`src/rtl/videogen_pkg.sv`:
```
// =============================================================================
// videogen_pkg : shared pattern/overlay codes and colour-bar table
// Revision     : 1.0
// =============================================================================
`default_nettype none

package videogen_pkg;

   typedef enum logic [1:0] {
      PAT_GRADIENT = 2'd0,
      PAT_BARS     = 2'd1,
      PAT_GRID     = 2'd2,
      PAT_CHECKER  = 2'd3
   } pattern_e;

   typedef enum logic [1:0] {
      LT_NONE         = 2'd0,
      LT_TOP_LEFT     = 2'd1,
      LT_CENTER       = 2'd2,
      LT_BOTTOM_RIGHT = 2'd3
   } lt_mode_e;

   // Returns {R,G,B} full-on flags for bar 0 (white) .. bar 7 (black).
   function automatic logic [2:0] bar_rgb(input logic [2:0] bar);
      logic [2:0] rgb;
      case (bar)
         3'd0:    rgb = 3'b111;
         3'd1:    rgb = 3'b110;
         3'd2:    rgb = 3'b011;
         3'd3:    rgb = 3'b010;
         3'd4:    rgb = 3'b101;
         3'd5:    rgb = 3'b100;
         3'd6:    rgb = 3'b001;
         default: rgb = 3'b000;
      endcase
      return rgb;
   endfunction

endpackage

`default_nettype wire

```
`src/rtl/videogen_timing.sv`:
```
// =============================================================================
// videogen_timing : raster counters, sync/DE flags, active x/y, frame strobes
// Revision        : 1.0
// =============================================================================
`default_nettype none

module videogen_timing
   import videogen_pkg::*;
#(
   parameter int CNT_W        = 12,
   parameter int H_SYNCLEN    = 62,
   parameter int H_BACKPORCH  = 60,
   parameter int H_ACTIVE     = 720,
   parameter int H_FRONTPORCH = 16,
   parameter int V_SYNCLEN    = 6,
   parameter int V_BACKPORCH  = 30,
   parameter int V_ACTIVE     = 480,
   parameter int V_FRONTPORCH = 9
) (
   input  logic             clk27_i,
   input  logic             reset_i,
   output logic [CNT_W-1:0] x_o,
   output logic [CNT_W-1:0] y_o,
   output logic             de_o,
   output logic             hsync_act_o,
   output logic             vsync_act_o,
   output logic             h_par_o,
   output logic             v_par_o,
   output logic             origin_o,
   output logic             frame_end_o
);

   localparam int c_H_TOTAL = H_SYNCLEN + H_BACKPORCH + H_ACTIVE + H_FRONTPORCH;
   localparam int c_V_TOTAL = V_SYNCLEN + V_BACKPORCH + V_ACTIVE + V_FRONTPORCH;
   localparam int c_X_START = H_SYNCLEN + H_BACKPORCH;
   localparam int c_Y_START = V_SYNCLEN + V_BACKPORCH;

   logic [CNT_W-1:0] h_cnt_q, h_cnt_d;
   logic [CNT_W-1:0] v_cnt_q, v_cnt_d;
   logic             w_h_last, w_v_last;

   assign w_h_last = (h_cnt_q == CNT_W'(c_H_TOTAL - 1));
   assign w_v_last = (v_cnt_q == CNT_W'(c_V_TOTAL - 1));

   always_comb begin
      h_cnt_d = w_h_last ? '0 : h_cnt_q + 1'b1;
      v_cnt_d = v_cnt_q;
      if (w_h_last) begin
         v_cnt_d = w_v_last ? '0 : v_cnt_q + 1'b1;
      end
   end

   always_ff @(posedge clk27_i) begin
      if (reset_i) begin
         h_cnt_q <= '0;
         v_cnt_q <= '0;
      end else begin
         h_cnt_q <= h_cnt_d;
         v_cnt_q <= v_cnt_d;
      end
   end

   assign hsync_act_o = (h_cnt_q < CNT_W'(H_SYNCLEN));
   assign vsync_act_o = (v_cnt_q < CNT_W'(V_SYNCLEN));
   assign de_o        = (h_cnt_q >= CNT_W'(c_X_START)) && (h_cnt_q < CNT_W'(c_X_START + H_ACTIVE)) &&
                        (v_cnt_q >= CNT_W'(c_Y_START)) && (v_cnt_q < CNT_W'(c_Y_START + V_ACTIVE));
   assign x_o         = h_cnt_q - CNT_W'(c_X_START);
   assign y_o         = v_cnt_q - CNT_W'(c_Y_START);
   assign h_par_o     = h_cnt_q[0];
   assign v_par_o     = v_cnt_q[0];
   assign origin_o    = (h_cnt_q == '0) && (v_cnt_q == '0);
   assign frame_end_o = w_h_last && w_v_last;

endmodule

`default_nettype wire

```
`src/rtl/videogen_multi.sv`:
```
// =============================================================================
// videogen_multi : programmable-timing test-pattern generator, 4 patterns
//                  plus latency box overlay built when VIDEOGEN_LT_BOX_EN is set
// Revision       : 1.0
// =============================================================================
`default_nettype none

module videogen_multi
   import videogen_pkg::*;
#(
   parameter int COLOR_W       = 8,
   parameter int CNT_W         = 12,
   parameter int H_SYNCLEN     = 62,
   parameter int H_BACKPORCH   = 60,
   parameter int H_ACTIVE      = 720,
   parameter int H_FRONTPORCH  = 16,
   parameter int V_SYNCLEN     = 6,
   parameter int V_BACKPORCH   = 30,
   parameter int V_ACTIVE      = 480,
   parameter int V_FRONTPORCH  = 9,
   parameter int HSYNC_POL     = 0,
   parameter int VSYNC_POL     = 0,
   parameter int LT_WIDTH_DIV  = 4,
   parameter int LT_HEIGHT_DIV = 4
) (
   input  logic               clk27,
   input  logic               reset,
   input  logic [1:0]         pattern_sel,
   input  logic               lt_active,
   input  logic [1:0]         lt_mode,
   output logic [COLOR_W-1:0] R_out,
   output logic [COLOR_W-1:0] G_out,
   output logic [COLOR_W-1:0] B_out,
   output logic               HSYNC_out,
   output logic               VSYNC_out,
   output logic               ENABLE_out,
   output logic               frame_start
);

   localparam logic c_HPOL = 1'(HSYNC_POL);
   localparam logic c_VPOL = 1'(VSYNC_POL);

   logic [CNT_W-1:0] w_x, w_y;
   logic             w_de, w_hs_act, w_vs_act, w_h_par, w_v_par, w_origin, w_frame_end;

   videogen_timing #(
      .CNT_W        (CNT_W),
      .H_SYNCLEN    (H_SYNCLEN),
      .H_BACKPORCH  (H_BACKPORCH),
      .H_ACTIVE     (H_ACTIVE),
      .H_FRONTPORCH (H_FRONTPORCH),
      .V_SYNCLEN    (V_SYNCLEN),
      .V_BACKPORCH  (V_BACKPORCH),
      .V_ACTIVE     (V_ACTIVE),
      .V_FRONTPORCH (V_FRONTPORCH)
   ) u_timing (
      .clk27_i     (clk27),
      .reset_i     (reset),
      .x_o         (w_x),
      .y_o         (w_y),
      .de_o        (w_de),
      .hsync_act_o (w_hs_act),
      .vsync_act_o (w_vs_act),
      .h_par_o     (w_h_par),
      .v_par_o     (w_v_par),
      .origin_o    (w_origin),
      .frame_end_o (w_frame_end)
   );

   pattern_e pat_q, pat_d;
   assign pat_d = w_frame_end ? pattern_e'(pattern_sel) : pat_q;

   // Bar index = (x*8)/H_ACTIVE: count how many of the 7 bar edges x has passed.
   logic [6:0] w_bar_ge;
   logic [2:0] w_bar;

   for (genvar k = 1; k < 8; k++) begin : g_bar_thr
      localparam int c_THR = (k * H_ACTIVE + 7) / 8;
      assign w_bar_ge[k-1] = (w_x >= CNT_W'(c_THR));
   end

   always_comb begin
      w_bar = '0;
      for (int i = 0; i < 7; i++) begin
         w_bar = w_bar + {2'b00, w_bar_ge[i]};
      end
   end

   logic w_grid, w_in_box;
   assign w_grid = (w_x[3:0] == 4'd0) || (w_y[3:0] == 4'd0) ||
                   (w_x == CNT_W'(H_ACTIVE - 1)) || (w_y == CNT_W'(V_ACTIVE - 1));

`ifdef VIDEOGEN_LT_BOX_EN
   localparam int c_BOX_W = H_ACTIVE / LT_WIDTH_DIV;
   localparam int c_BOX_H = V_ACTIVE / LT_HEIGHT_DIV;
   localparam int c_CX0   = (H_ACTIVE - c_BOX_W) / 2;
   localparam int c_CY0   = (V_ACTIVE - c_BOX_H) / 2;

   always_comb begin
      w_in_box = 1'b0;
      case (lt_mode_e'(lt_mode))
         LT_TOP_LEFT:     w_in_box = (w_x < CNT_W'(c_BOX_W)) && (w_y < CNT_W'(c_BOX_H));
         LT_CENTER:       w_in_box = (w_x >= CNT_W'(c_CX0)) && (w_x < CNT_W'(c_CX0 + c_BOX_W)) &&
                                     (w_y >= CNT_W'(c_CY0)) && (w_y < CNT_W'(c_CY0 + c_BOX_H));
         LT_BOTTOM_RIGHT: w_in_box = (w_x >= CNT_W'(H_ACTIVE - c_BOX_W)) &&
                                     (w_y >= CNT_W'(V_ACTIVE - c_BOX_H));
         default:         w_in_box = 1'b0;
      endcase
   end
`else
   logic w_lt_unused;
   assign w_in_box    = 1'b0;
   assign w_lt_unused = ^{lt_active, lt_mode} ^ (LT_WIDTH_DIV > 0) ^ (LT_HEIGHT_DIV > 0);
`endif

   logic [COLOR_W-1:0] r_out_d, g_out_d, b_out_d;
   logic [2:0]         w_bar_rgb;

   always_comb begin
      w_bar_rgb = bar_rgb(w_bar);
      r_out_d   = '0;
      g_out_d   = '0;
      b_out_d   = '0;
      if (w_de) begin
         case (pat_q)
            PAT_GRADIENT: begin
               r_out_d = w_x[COLOR_W:1];
               g_out_d = w_x[COLOR_W:1];
               b_out_d = w_x[COLOR_W:1];
            end
            PAT_BARS: begin
               r_out_d = {COLOR_W{w_bar_rgb[2]}};
               g_out_d = {COLOR_W{w_bar_rgb[1]}};
               b_out_d = {COLOR_W{w_bar_rgb[0]}};
            end
            PAT_GRID: begin
               r_out_d = {COLOR_W{w_grid}};
               g_out_d = {COLOR_W{w_grid}};
               b_out_d = {COLOR_W{w_grid}};
            end
            default: begin
               r_out_d = {COLOR_W{w_h_par ^ w_v_par}};
               g_out_d = {COLOR_W{w_h_par ^ w_v_par}};
               b_out_d = {COLOR_W{w_h_par ^ w_v_par}};
            end
         endcase
`ifdef VIDEOGEN_LT_BOX_EN
         if (lt_active) begin
            r_out_d = {COLOR_W{w_in_box}};
            g_out_d = {COLOR_W{w_in_box}};
            b_out_d = {COLOR_W{w_in_box}};
         end
`endif
      end
   end

   always_ff @(posedge clk27) begin
      if (reset) begin
         pat_q       <= PAT_GRADIENT;
         R_out       <= '0;
         G_out       <= '0;
         B_out       <= '0;
         ENABLE_out  <= 1'b0;
         frame_start <= 1'b0;
         HSYNC_out   <= ~c_HPOL;
         VSYNC_out   <= ~c_VPOL;
      end else begin
         pat_q       <= pat_d;
         R_out       <= r_out_d;
         G_out       <= g_out_d;
         B_out       <= b_out_d;
         ENABLE_out  <= w_de;
         frame_start <= w_origin;
         HSYNC_out   <= w_hs_act ? c_HPOL : ~c_HPOL;
         VSYNC_out   <= w_vs_act ? c_VPOL : ~c_VPOL;
      end
   end

endmodule

`default_nettype wire

```
`config.mk`:
```
export PLATFORM = sky130hd
export DESIGN_NAME = videogen_multi
export DESIGN_NICKNAME = d
export VERILOG_FILES = /design/src/rtl/videogen_pkg.sv /design/src/rtl/videogen_timing.sv /design/src/rtl/videogen_multi.sv
export SDC_FILE = /design/constraint.sdc
export NUM_CORES = 1
export LEC_CHECK = 0
export ABC_AREA = 0
export CAP_MARGIN = 20
export CORE_ASPECT_RATIO = 1.25
export CORE_MARGIN = 2
export CORE_UTILIZATION = 45
export CTS_BUF_LIST = sky130_fd_sc_hd__clkbuf_16
export CTS_CLUSTER_DIAMETER = 100
export DETAILED_ROUTE_END_ITERATION = 8
export PLACE_DENSITY = 0.66
export SLEW_MARGIN = 30
export SYNTH_ARGS = -nofsm -noshare
export SYNTH_HDL_FRONTEND = slang
export SYNTH_HIERARCHICAL = 1
export SYNTH_SLANG_ARGS = --single-unit
export TNS_END_PERCENT = 10
```
`constraint.sdc`:
```
create_clock -name clk27 -period 5.7 [get_ports clk27]
set_clock_uncertainty 0.05 [all_clocks]
set_input_delay 1.14 -clock clk27 [delete_from_list [all_inputs] [get_ports clk27]]
set_output_delay 1.14 -clock clk27 [all_outputs]
set_load 0.01 [all_outputs]
```
[After elaboration in Yosys (flattened, before gate mapping)]
Cells that the tools add are included.
Storage, ports and cells
  register bits: 54
  latch bits: 0
  RAM bits: 0
  ROM bits: 0
  word-level logic and storage cells: 70
  memories kept: 0
Operators by class
  add/sub/neg operators: 10
  multiply operators: 0
  divide/modulo/power cells: 0
  $lt $le $gt $ge: 13
  equal/unequal tests: 12
  shift-type cells: 0
  mux-type cells: 7
  bitwise operators: 2
  reductions and logical operators: 16
Operators by type and width (number)
  $pmux 8 s3: 3
  $eq 12x10->1 const B: 3
  $ge 12x9->1 const B: 3
  $add 12x1->12 const B: 2
  $ge 12x10->1 const B: 2
  $ge 12x7->1 const B: 2
  $logic_not 12->1: 2
  $lt 12x10->1 const B: 2
  $pmux 3 s7: 1
  $add 3x1->3: 4
  $eq 12x9->1 const B: 1
  $ge 12x6->1 const B: 1
  $ge 12x8->1 const B: 1
  $lt 12x3->1 const B: 1
  $lt 12x6->1 const B: 1
  $mux 12: 1
  $sub 12x6->12 const B: 1
  $sub 12x7->12 const B: 1
  $eq 3x3->1 const B: 3
  $logic_not 4->1: 2
  $eq 3x2->1 const B: 2
  $logic_and 1x1->1: 5
  $reduce_or 2->1: 2
  $add 2x1->3: 1
  other kinds (10): 13

[Logic depth before layout (Yosys ltp)]
  depth after elaboration: 11
  gate-level depth with buffers: 18
  mapped depth without buffers: 17

[Modules after synthesis]
The synthesis kept the hierarchy.
By module, submodules not included
  videogen_timing: instances 1, cells an instance 234, area each 1776.7 µm², seq. area each 480.5 µm²
  videogen_multi: instances 1, cells an instance 133, area each 1316.3 µm², seq. area each 600.6 µm²

[Worst setup path before layout]
OpenSTA, ideal clock, no wires.
  kind: reg-to-reg
  start: reg u_timing.h_cnt_q[2]
  end: reg R_out[0]
  data arrival time: 4517 ps
  required time: 5575 ps
  slack: 1058 ps
  cell stages (with the launch flop): 19
  cell sequence: dfxtp_1 clkbuf_1 inv_1 ha_1 nor2_1 or3_1 xnor2_1 or3_1 nor2_1 o31ai_1 a211oi_1 fa_1 fa_1 fa_1 inv_1 fa_1 nand2b_1 nand3_1 a31oi_1
On the way
  longest elaborated chain between the ends: 11
  elaborated cells between the ends (all ways): 35
  those cells by class: 7 x add/sub; 9 x order compare; 7 x eq/ne; 2 x mux; 1 x bitwise; 9 x reduce/logical
Ends and longest elaborated chain
  start: declaration: line videogen_timing.sv:38  | logic [CNT_W-1:0] h_cnt_q, h_cnt_d;
  start signal: assignment: line videogen_timing.sv:58  | h_cnt_q <= h_cnt_d;
  $sub 12x7->12 (*): line videogen_timing.sv:67  | assign x_o = h_cnt_q - CNT_W'(c_X_START);
  via w_x[11]: line videogen_multi.sv:43  | logic [CNT_W-1:0] w_x, w_y;
  $ge 12x7->1 / $ge 12x8->1 (equally long branches): line videogen_multi.sv:79  | assign w_bar_ge[k-1] = (w_x >= CNT_W'(c_THR));
  $add 1x1->2: line videogen_multi.sv:85  | w_bar = w_bar + {2'b00, w_bar_ge[i]};
  $add 2x1->3: line videogen_multi.sv:85
  $add 3x1->3 (4 in a row): line videogen_multi.sv:85
  $eq 3x3->1 (tied with other cells): line videogen_pkg.sv:26  | case (bar)
  $pmux 3 s7: line videogen_pkg.sv:26
  $pmux 8 s3 (*): line videogen_multi.sv:125  | case (pat_q)
  end signal: assignment: line videogen_multi.sv:169  | R_out <= r_out_d;
  end: declaration: line videogen_multi.sv:31  | output logic [COLOR_W-1:0] R_out,
Mark *: on every way through the listed nets, which the timed path passes. The rest lies on a longest branch.
A chain may end at the register's enable or synchronous reset.

[Final worst setup path]
  start: reg u_timing.h_cnt_q[1]
  end: reg R_out[5]
Same word-level chain as after synthesis.

==> flow_summary.ini <==
[outcome]
outcome = complete, no violations

[timing]
setup_tns_ps = 0
finalHoldViolCount = 0
max_freq_ghz = 0.193
worst_slack_ps = 526
finalSetupViolations = 0
rsz0062_at_grt = no
fin_crit_sh_pct = 90.8
post-route-min-period_ps = 5170
tightestPinTransition_ps = 877
relSlewSlack_pct = 41.6
drv_slew = 0
whs_ps = 495

[critical_path]
r2r_slack_ps = 530
crit_path_max_fanout = 9
slowest_stage = fa_1
crit_chain = inv_1 -> ha_1 -> nor2_1 -> or3_1 -> xnor2_1 -> or3_1 -> nor2_1 -> o31ai_1 -> a211oi_1 -> fa_1 -> fa_1 -> fa_1 -> inv_1 -> fa_1 -> nand2b_1 -> nand3_1 -> a31oi_1
crit_path_end_kind = flop
critPathBufInv = 2
reg2reg_from = u_timing/h_cnt_q[1]
critPathTopFamily = adder cells
crit_required_ps = 5840
cp_slowest_stage_delay_ps = 510
worstRegToRegCells = 17
start_kind = flop
path_class = flop to flop
regToRegEndpoint = R_out[5]
cp_data_arrival_time_ps = 5320
crit_path_frequent_cell = fa_1

[logic_synthesis]
synth_top_area_cell = dfxtp_1
synth-edff-count = 0
synth.most_common_cell = dfxtp_1
ys.flop_type = dfxtp_1
netlist_area_um2 = 3090
ys_ff_latch = 54
async_reset_ff_share_pct = 0
avgSynthCellArea_um2 = 8.43
synth_seq_area_share_pct = 35.0
synth_top_area_share_pct = 35.0
synthTopCellsByCount = dfxtp_1 (54), nor2_1 (33), a31oi_1 (27), nand2_1 (22), inv_1 (19)
ys_types = 51
yosys_warnings = 6
synth.net_count = 390
netlist_instances = 367
synth_area_leaders = dfxtp_1 (35%), a31oi_1 (5.5%), xnor2_1 (5.1%)

[pwr]
leakage_uw = 0.00122
power_switching_uw = 168
powerDensity_nw_per_um2 = 207
clockPowerShare_pct = 40.8
combPwrFrac_pct = 5.9
p_sw_share_pct = 23.0
seqPwrFrac_pct = 53.3
ir_drop_uv = 134
power.internal_uw = 562
p_total_uw = 730

[clocking]
cts_tree = done
clk_latency_ps = 290
cts_buffer_depth = 2
cts_inserted_buffers = 5
cts_resized = 0
cts-htree-levels = 2
cts_num_sinks = 54
cts-root-buf = clkbuf_16
clk_pin_slew_ps = 70
postCtsSetupRepairBufs = 0
ctsHoldBuffers = 0

[drt]
wire_per_inst_um = 14.7
drtIter0Drc = 85
routed_wirelength_mm = 6.85
ant_nets = 0
dr.pass1.iters = 4
viasPerCell = 5.68
vias = 2652
post-route-drc-count = 0

[hold_path]
min_to = u_timing/v_cnt_q[11]
worstHoldStart = u_timing/v_cnt_q[11]
hold_depth = 2
hold_class = flop to flop

[global_routing]
antenna_found_initial = 0
grt_pass1_wl_mm = 11.6
grt-ovfl-total = 0
grt_usage_pct = 18.6
grt_max_degree = 26
grt_pass1_vias = 2492

[floorplanning]
core_um2 = 6610
io_pins = 35
start_util_pct = 46.8
die_y_um = 96.7
chipWidth_um = 78.2
rows = 33
dieArea_um2 = 7560

[cells_and_area]
antenna_cells = 0
stdcell_count = 467
drive_gt1_share_pct = 5.00
layout.nets = 402
synthToLayoutAreaGrowth_pct = 13.9

[place]
dp_hpwl_mm = 5.07
portBuffers = 31
gp_congestion = 0.851
dp_slack_ps = 531
dp.cells = 459

[run]
max_cap_viol_count = 0
## metrics by stage
stage	instance area (um2)	util, %
4_1_cts	3520	53.3
6_report	3520	53.3
3_5_place_dp	3380	51.1
5_1_grt	3520	53.3
2_1_floorplan	3090	-
3_3_place_gp	3380	51.1
## kinds of logic after synthesis
kind of cell / after synthesis / share of synthesized area [%]
AOI/OAI and AO/OA: 75 / 16.3
adders and majority gates: 16 / 7.44
DFF: 54 / 35.0
buffers and inverters: 48 / 7.28
muxes: 2 / 0.647
and+or+nand+nor: 143 / 25.2
xor gates and xnor gates: 29 / 8.21
## registers in the layout (all words and copies together), names as in the netlist, 2 cells and up
register and flops:
u_timing/h_cnt_q 12, u_timing/v_cnt_q 12, B_out 8, G_out 8, R_out 8, pat_q 2
## final cells by class
cell class	instances	area, um2
flip-flops and latches	54	1080
fillers	622	3080
clock inverters	3	20.0
inverters	20	75.1
repair buffers	33	325
well taps	87	109
clock buffers	5	125
multi-input cells	265	1790
## worst register-to-register path: stages, from the launching register on
cell and delay, ps:
dfxtp_1 390, inv_1 280, ha_1 260, nor2_1 100, or3_1 370, xnor2_1 130
or3_1 350, nor2_1 190, o31ai_1 100, a211oi_1 330, fa_1 480, fa_1 510
fa_1 420, inv_1 70, fa_1 410, nand2b_1 80, nand3_1 260, a31oi_1 280
## power groups by stage
stage | Sequential [uW] | Combinational [uW] | Clock, uW
2_1_floorplan | 394 | 33.6 | 0
3_3_place_gp | 398 | 42.0 | 0
3_5_place_dp | 398 | 42.3 | 0
4_1_cts | 389 | 42.9 | 306
5_1_grt | 390 | 47.8 | 324
6_report | 389 | 43.0 | 298
## placed cells by master, fill, tap and decap left out, types with 3 or more instances in the layout
cell type / n
o211ai_1: 3
fa_1: 4
and2_1: 6
inv_1: 19
or3_1: 11
nor4_1: 4
a31oi_1: 27
nand3_1: 17
a21oi_1: 17
nand2b_1: 9
o21ai_0: 5
nor2b_1: 4
dfxtp_1: 54
o32ai_1: 6
clkdlybuf4s50_1: 31
clkbuf_16: 5
nor3_1: 7
nand2_1: 22
xor2_1: 11
a211oi_1: 3
nor2_1: 33
ha_1: 12
and4_1: 3
xnor2_1: 18
nand4_1: 10
## metal layers
metal / GRT usage [%] / vias up / wire length (um)
met5: 0 / - / 0
met4: 6.48 / 0 / 156
met3: 2.80 / 13 / 297
met2: 32.8 / 87 / 3430
met1: 22.8 / 1229 / 2970
li1: - / 1323 / -
## worst max path at each step
stage / startpoint / to / slack (ps) / cells past startpoint
after floorplan: u_timing/h_cnt_q[2] / R_out[0] / 1060 / 18
after detailed placement: u_timing/h_cnt_q[1] / R_out[5] / 530 / 17
after global placement: u_timing/h_cnt_q[1] / R_out[6] / 620 / 17
after global routing: u_timing/h_cnt_q[1] / R_out[5] / 230 / 17
after CTS: u_timing/h_cnt_q[1] / R_out[5] / 500 / 17
final: u_timing/h_cnt_q[1] / R_out[5] / 530 / 17
Power figures use the tool's default switching activity.
